### src/rtl/mbinit_param_responder.sv
// Responder for the MBINIT.PARAM sideband exchange: checks the partner's request against local capabilities and returns the negotiated set.
// Optional partner retry while in DONE is enabled by defining MBINIT_PARAM_RESP_RETRY_EN.
module mbinit_param_responder #(
  parameter logic [3:0] REQ_ID         = 4'h1,
  parameter logic [3:0] RESP_ID        = 4'h2,
  parameter int         TIMEOUT_CYCLES = 8000,
  parameter int         CNT_W          = 13
) (
  input  logic        CLK,
  input  logic        rst,
  input  logic        i_enable,
  input  logic [2:0]  i_local_max_datarate,
  input  logic [1:0]  i_local_clock_mode,
  input  logic [1:0]  i_local_phase_clock,
  input  logic        i_rx_msg_valid,
  input  logic [3:0]  i_rx_msg_id,
  input  logic [15:0] i_rx_data,
  output logic        o_tx_msg_valid,
  input  logic        i_tx_ready,
  output logic [3:0]  o_tx_msg_id,
  output logic [15:0] o_tx_data,
  output logic [2:0]  o_neg_datarate,
  output logic [4:0]  o_neg_voltage_swing,
  output logic        o_done,
  output logic        o_error,
  output logic        o_timeout,
  output logic [2:0]  o_state
);

  // Response handshake: o_tx_msg_valid rises with o_tx_data/o_tx_msg_id already stable and
  // holds them unchanged until a cycle with i_tx_ready=1; the transfer completes on that
  // edge. Valid may also drop without a transfer when i_enable falls (abandoned response).

  typedef enum logic [2:0] {
    IDLE      = 3'd0,
    WAIT_REQ  = 3'd1,
    CHECK     = 3'd2,
    SEND_RESP = 3'd3,
    DONE      = 3'd4,
    ERROR     = 3'd5
  } state_t;

  localparam logic [CNT_W-1:0] CNT_LAST = CNT_W'(TIMEOUT_CYCLES - 1);

  state_t            state;
  logic [CNT_W-1:0]  cnt;
  logic [15:0]       req_q;

  logic              req_hit;
  logic [2:0]        p_rate;
  logic [1:0]        p_mode;
  logic [1:0]        p_phase;
  logic [4:0]        p_vswing;
  logic [2:0]        neg_rate;
  logic              mismatch;

  assign o_state  = state;
  assign req_hit  = i_rx_msg_valid && (i_rx_msg_id == REQ_ID);
  assign p_rate   = req_q[2:0];
  assign p_mode   = req_q[4:3];
  assign p_phase  = req_q[6:5];
  assign p_vswing = req_q[11:7];
  assign neg_rate = (p_rate < i_local_max_datarate) ? p_rate : i_local_max_datarate;
  assign mismatch = (p_mode != i_local_clock_mode) || (p_phase != i_local_phase_clock) ||
                    (p_vswing == 5'd0) || (req_q[15:12] != 4'd0);

  always_ff @(posedge CLK) begin
    if (rst) begin
      state               <= IDLE;
      cnt                 <= '0;
      req_q               <= '0;
      o_tx_msg_valid      <= 1'b0;
      o_tx_msg_id         <= 4'd0;
      o_tx_data           <= 16'd0;
      o_neg_datarate      <= 3'd0;
      o_neg_voltage_swing <= 5'd0;
      o_done              <= 1'b0;
      o_error             <= 1'b0;
      o_timeout           <= 1'b0;
    end else if (state != IDLE && !i_enable) begin
      // Abort: negotiated results are deliberately retained.
      state          <= IDLE;
      o_tx_msg_valid <= 1'b0;
      o_done         <= 1'b0;
      o_error        <= 1'b0;
      o_timeout      <= 1'b0;
    end else begin
      case (state)
        IDLE: begin
          if (i_enable) begin
            state <= WAIT_REQ;
            cnt   <= '0;
          end
        end
        WAIT_REQ: begin
          if (req_hit) begin
            req_q <= i_rx_data;
            state <= CHECK;
          end else if (cnt == CNT_LAST) begin
            o_timeout <= 1'b1;
            state     <= ERROR;
          end else begin
            cnt <= cnt + CNT_W'(1);
          end
        end
        CHECK: begin
          if (mismatch) begin
            o_error <= 1'b1;
            o_done  <= 1'b0;
            state   <= ERROR;
          end else begin
            o_tx_data      <= {4'b0000, p_vswing, i_local_phase_clock, i_local_clock_mode, neg_rate};
            o_tx_msg_id    <= RESP_ID;
            o_tx_msg_valid <= 1'b1;
            state          <= SEND_RESP;
          end
        end
        SEND_RESP: begin
          if (i_tx_ready) begin
            o_tx_msg_valid      <= 1'b0;
            o_neg_datarate      <= o_tx_data[2:0];
            o_neg_voltage_swing <= o_tx_data[11:7];
            o_done              <= 1'b1;
            state               <= DONE;
          end
        end
        DONE: begin
`ifdef MBINIT_PARAM_RESP_RETRY_EN
          // Partner retry: re-check the fresh payload; o_done stays up meanwhile.
          if (req_hit) begin
            req_q <= i_rx_data;
            state <= CHECK;
          end
`endif
        end
        ERROR: begin
        end
        default: state <= IDLE;
      endcase
    end
  end

endmodule

### config.mk
export PLATFORM = sky130hd
export DESIGN_NAME = mbinit_param_responder
export DESIGN_NICKNAME = d
export VERILOG_FILES = /design/src/rtl/mbinit_param_responder.sv
export SDC_FILE = /design/constraint.sdc
export NUM_CORES = 1
export LEC_CHECK = 0
export ABC_AREA = 1
export CAP_MARGIN = 5
export CORE_ASPECT_RATIO = 1.5
export CORE_UTILIZATION = 54
export DETAILED_ROUTE_END_ITERATION = 10
export GPL_TIMING_DRIVEN = 0
export PLACE_DENSITY = 0.85
export SYNTH_ARGS = -nofsm -noshare
export SYNTH_HDL_FRONTEND = slang
export SYNTH_SLANG_ARGS = --single-unit
### constraint.sdc
create_clock -name CLK -period 2.8 [get_ports CLK]
set_clock_uncertainty 0.1 [all_clocks]
set_input_delay 0.56 -clock CLK [delete_from_list [all_inputs] [get_ports CLK]]
set_output_delay 0.56 -clock CLK [all_outputs]
set_load 0.005 [all_outputs]
== Word level (Yosys, flattened, before mapping) ==
Index checks and enable logic that the tools add are counted.

* Flip-flop bits (word level): 57
* Bits of input ports: 32

* Add/subtract/negate cells: 1
* Magnitude comparators: 1
* Eq/ne operators: 16
* Mux-type cells: 17
* Bitwise operators: 4
* Reductions and logical operators: 23

{| class="wikitable"
|+ Operators by type and width
! cell !! number
|-
| $mux 13 || 3
|-
| $pmux 13 s2 || 1
|-
| $mux 3 || 6
|-
| $reduce_and 3->1 || 6
|-
| $pmux 3 s5 || 1
|-
| $add 13x1->13 const B || 1
|-
| $eq 13x13->1 const B || 1
|-
| $ne 2x2->1 const B || 6
|-
| $eq 3x2->1 const B || 2
|-
| $eq 3x3->1 const B || 2
|-
| $logic_not 5->1 || 1
|-
| $reduce_and 5->1 || 1
|-
| $eq 4x1->1 const B || 1
|-
| $mux 1 || 4
|-
| $ne 2x2->1 || 2
|-
| $not 1->1 || 4
|-
| $pmux 1 s2 || 2
|-
| $reduce_and 4->1 || 1
|-
| $reduce_bool 2->1 || 2
|-
| $reduce_bool 4->1 || 1
|-
| $reduce_or 2->1 || 2
|-
| $eq 3x1->1 const B || 1
|-
| $logic_not 3->1 || 1
|-
| $logic_or 1x1->1 || 3
|-
| 6 further kinds || 7
|}

== Logic depth before layout (Yosys ltp) ==
* Word-level depth: 6
* Depth in mapped cells: 12

== Least setup slack after synthesis ==
Ideal clock, no wire load.

* Path type: input to register
* From: in i_local_max_datarate[2]
* To: reg o_tx_data[0]
* Library setup time: 113 ps
* Arrival time: 1441 ps
* Data required time: 2587 ps
* Path slack: 1147 ps
* Cell stages on the path: 8
* Buffers on the path: 0
* Cell sequence: inv_1 > ha_1 > a21oi_1 > nand2_1 > nand2_1 > o21ai_0 > nor2_1 > nor2_1

* Word-level cells in the longest chain between the ends: 2

{| class="wikitable"
|+ RTL lines
! what !! line !! RTL
|-
| start: declaration || 12 || <nowiki>input logic [2:0] i_local_max_datarate,</nowiki>
|-
| $lt 3x3->1 || 63 || <nowiki>assign neg_rate = (p_rate < i_local_max_datarate) ? p_rate : i_local_max_datarate;</nowiki>
|-
| $mux 3 || 63 ||
|-
| end signal: assignment || 112 || <nowiki>o_tx_data <= {4'b0000, p_vswing, i_local_phase_clock, i_local_clock_mode, neg_rate};</nowiki>
|-
| end: declaration || 21 || <nowiki>output logic [15:0] o_tx_data,</nowiki>
|}

Every way passes these cells.
A chain may end at the register's enable or synchronous reset.

== Worst setup path after layout ==
* From: reg state[2], in the netlist o_state[2]
* To: out o_state[2]

{| class="wikitable"
|+ RTL lines
! what !! line !! RTL
|-
| start: declaration || 45 || <nowiki>state_t state;</nowiki>
|-
| start signal: assignment || 69 || <nowiki>state <= IDLE;</nowiki>
|-
| start signal: assignment || 82 || <nowiki>state <= IDLE;</nowiki>
|-
| start signal: assignment || 91 || <nowiki>state <= WAIT_REQ;</nowiki>
|-
| end: declaration || 27 || <nowiki>output logic [2:0] o_state</nowiki>
|}

No word-level cell between the ends.

==> flow_summary_export.csv <==
group,metric,value,unit
run_status,outcome,"finished clean",
finish,fin_util,73.8,%
floorplanning,die_width,62.0,µm
floorplanning,die_h,92.0,µm
clock_tree,numCtsBuffers,9,
floorplanning,ioPinCount,67,
floorplanning,initial_utilization,56.5,%
yosys,synth_cell_types,36,
placement,gp_congestion,0.903,
global_routing,grt_max_degree,11,
clock_tree,cts.sinks,57,
finish,antenna_cells,0,
sta,slew_violations,0,
clock_tree,htree_levels,3,
sta,rsz0062_at_grt,"no",
clock_tree,holdBufCountCts,0,
power_and_ir_drop,combPwrFrac,16.3,%
power_and_ir_drop,power,1.94,mW
power_and_ir_drop,pwr-share-seq,44.3,%
critical_path,slowest_stage,"clkdlybuf4s50_1",
global_routing,grtUsageMet1,23.6,%
sta,setup-tns-final,0,ps
finish,final_common_cell,"nand2_1",
yosys,seq_area_frac_synth,39.1,%
routing,drt_iter0_markers,85,
critical_path,arrival,1330,ps
clock_tree,cts_tree,"done",
finish,fin_area,3810,µm²
power_and_ir_drop,leakage,1.61,nW
critical_path,end_kind,"output pin",
global_routing,grt-busiest-layer,"met2",
power_and_ir_drop,switching_power,0.521,mW
floorplanning,core_area,5160,µm²
clock_tree,cts.repair.resized,0,
yosys,synth.avg_cell_area,7.22,µm²
clock_tree,clockBufferDepth,2,
global_routing,grt_pass1_wl,10200,µm
sta,setup_ws,813,ps
routing,first_pass_iters,8,
job,cap_violations,0,
routing,routedWlPerCell,11.6,µm
placement,port_buffers,59,
sta,setup-violations-final,0,
routing,vias,2704,
yosys,syn_area,2920,µm²
power_and_ir_drop,p_per_area,509,nW/µm²
critical_path,slowest_delay,550,ps
routing,drc,0,
critical_path,worst_ep_required_time,2140,ps
finish,layout_common_cells,"nand2_1, inv_1, nor2_1",
clock_tree,clk-insertion-delay-late,330,ps
sta,tightest_slew,750,ps
global_routing,antenna_found_initial,0,
power_and_ir_drop,power_frac_clock,39.5,%
critical_path,cp_top_family,"buffers and inverters",
sta,fmax,503,MHz
global_routing,use_met3,5.92,%
power_and_ir_drop,irDropWorstVdd,0.385,mV
global_routing,grt_pass1_vias,2497,
yosys,yosys_warnings,0,
finish,nNetsFinal,515,
clock_tree,cts_setup_buffers,0,
routing,ant_nets,0,
finish,n_fill_cell,390,
finish,layout-drive-gt1-share,14.3,%
clock_tree,cts_root_buf,"clkbuf_8",
routing,totalWireLength,6410,µm
yosys,synth_cells,404,
placement,dp_hpwl,4990,µm
global_routing,grt_overflow,0,
sta,min_period,1990,ps
clock_tree,path_clk_slew,60,ps
critical_path,crit_type,"reg2out",
critical_path,cp-start-kind,"flop",
critical_path,critPathBufInv,1,
global_routing,grt_use_total,24.2,%
placement,dp_slack,523,ps
placement,place_area,3610,µm²
critical_path,crit_path_max_fanout,5,
power_and_ir_drop,swShare,26.9,%
sta,hold_viol,0,
routing,vias_per_cell,4.90,
finish,area_growth,30.6,%
floorplanning,die-area,5710,µm²
floorplanning,floorplan.rows,32,
hold_path,min_path_type,"reg2reg",
power_and_ir_drop,p_int,1.42,mW
sta,slew_headroom,50.0,%
global_routing,grtUsageMet2,42.9,%
sta,period_share,71.0,%
critical_path,crit_path_cell_trace,"clkdlybuf4s50_1",
yosys,ys_seq_elements,57,
## final timing paths
check | to | from | slack, ps | cells past startpoint
max | o_state[2] | o_state[2] | 810 | 1
min | o_error | o_error | 360 | 2
max reg2reg | req_q[11] | o_state[2] | 1040 | 7
min reg2reg | o_error | o_error | 360 | 2
## area by class of cell
| type | instances | area (µm²) | area share [%] |
|---|---|---|---|
| repair buffers | 59 | 591 | 15.5 |
| inverters | 71 | 267 | 7.00 |
| flip-flops and latches | 57 | 1140 | 30.0 |
| clock buffers | 12 | 155 | 4.07 |
| clock inverters | 3 | 40.0 | 1.05 |
| multi-input cells | 264 | 1410 | 36.9 |
| well taps | 68 | 85.1 | 2.23 |
| plain buffers | 18 | 124 | 3.25 |
## cell usage after synthesis (all sizes together)
cell	number	area share (%)
o21ai	27	4.6
xor2	4	1.2
nor3b	3	0.77
nand3b	2	0.51
clkbuf	3	0.39
nor3	3	1.1
a21oi	20	3.8
a211oi	16	6.9
inv	70	9.0
conb	1	0.13
and2	1	0.21
nand4	1	0.21
nor2	69	9.7
xnor2	2	0.60
ha	3	1.3
a31oi	1	0.21
buf	15	3.9
nand3	16	3.3
dfxtp	57	39
clkinv	1	0.13
nand2	86	12
o21bai	3	0.77
## metal layers
layer / part of all wire, % / up-vias
met5: 0 / -
met4: 3.3 / 0
met3: 3.2 / 22
met2: 54 / 59
met1: 39 / 1231
li1: - / 1392
## flip-flops by register name (all words and copies together) (netlist names)
| name | count |
|---|---|
| req_q | 16 |
| cnt | 13 |
| o_tx_data | 12 |
| o_neg_voltage_swing | 5 |
| o_neg_datarate | 3 |
| o_state | 3 |
| o_done | 1 |
| o_error | 1 |
| o_timeout | 1 |
| o_tx_msg_id | 1 |
| o_tx_msg_valid | 1 |
## per-stage QoR
stage | cells | hold slack (ps)
2_1_floorplan | 410 | 347
3_3_place_gp | 537 | 346
3_5_place_dp | 537 | 354
4_1_cts | 552 | 363
5_1_grt | 552 | 381
6_report | 552 | 357
## logic make-up after synthesis
logic type | Yosys count | share of synthesized area, %
adders and majority gates | 3 | 1.29
buffers and inverters | 89 | 13.4
xor gates and xnor gates | 6 | 1.80
DFF | 57 | 39.1
and+or+nand+nor | 181 | 28.0
other | 1 | 0.129
AOI/OAI and AO/OA | 67 | 16.3
## power by group through the flow
stage | Clock, mW | Sequential (mW) | Combinational [mW]
3_3_place_gp | 0 | 0.873 | 0.305
4_1_cts | 0.776 | 0.857 | 0.316
3_5_place_dp | 0 | 0.875 | 0.314
6_report | 0.765 | 0.858 | 0.316
2_1_floorplan | 0 | 0.871 | 0.204
5_1_grt | 0.810 | 0.860 | 0.352
(Power assumes the default switching activity.)
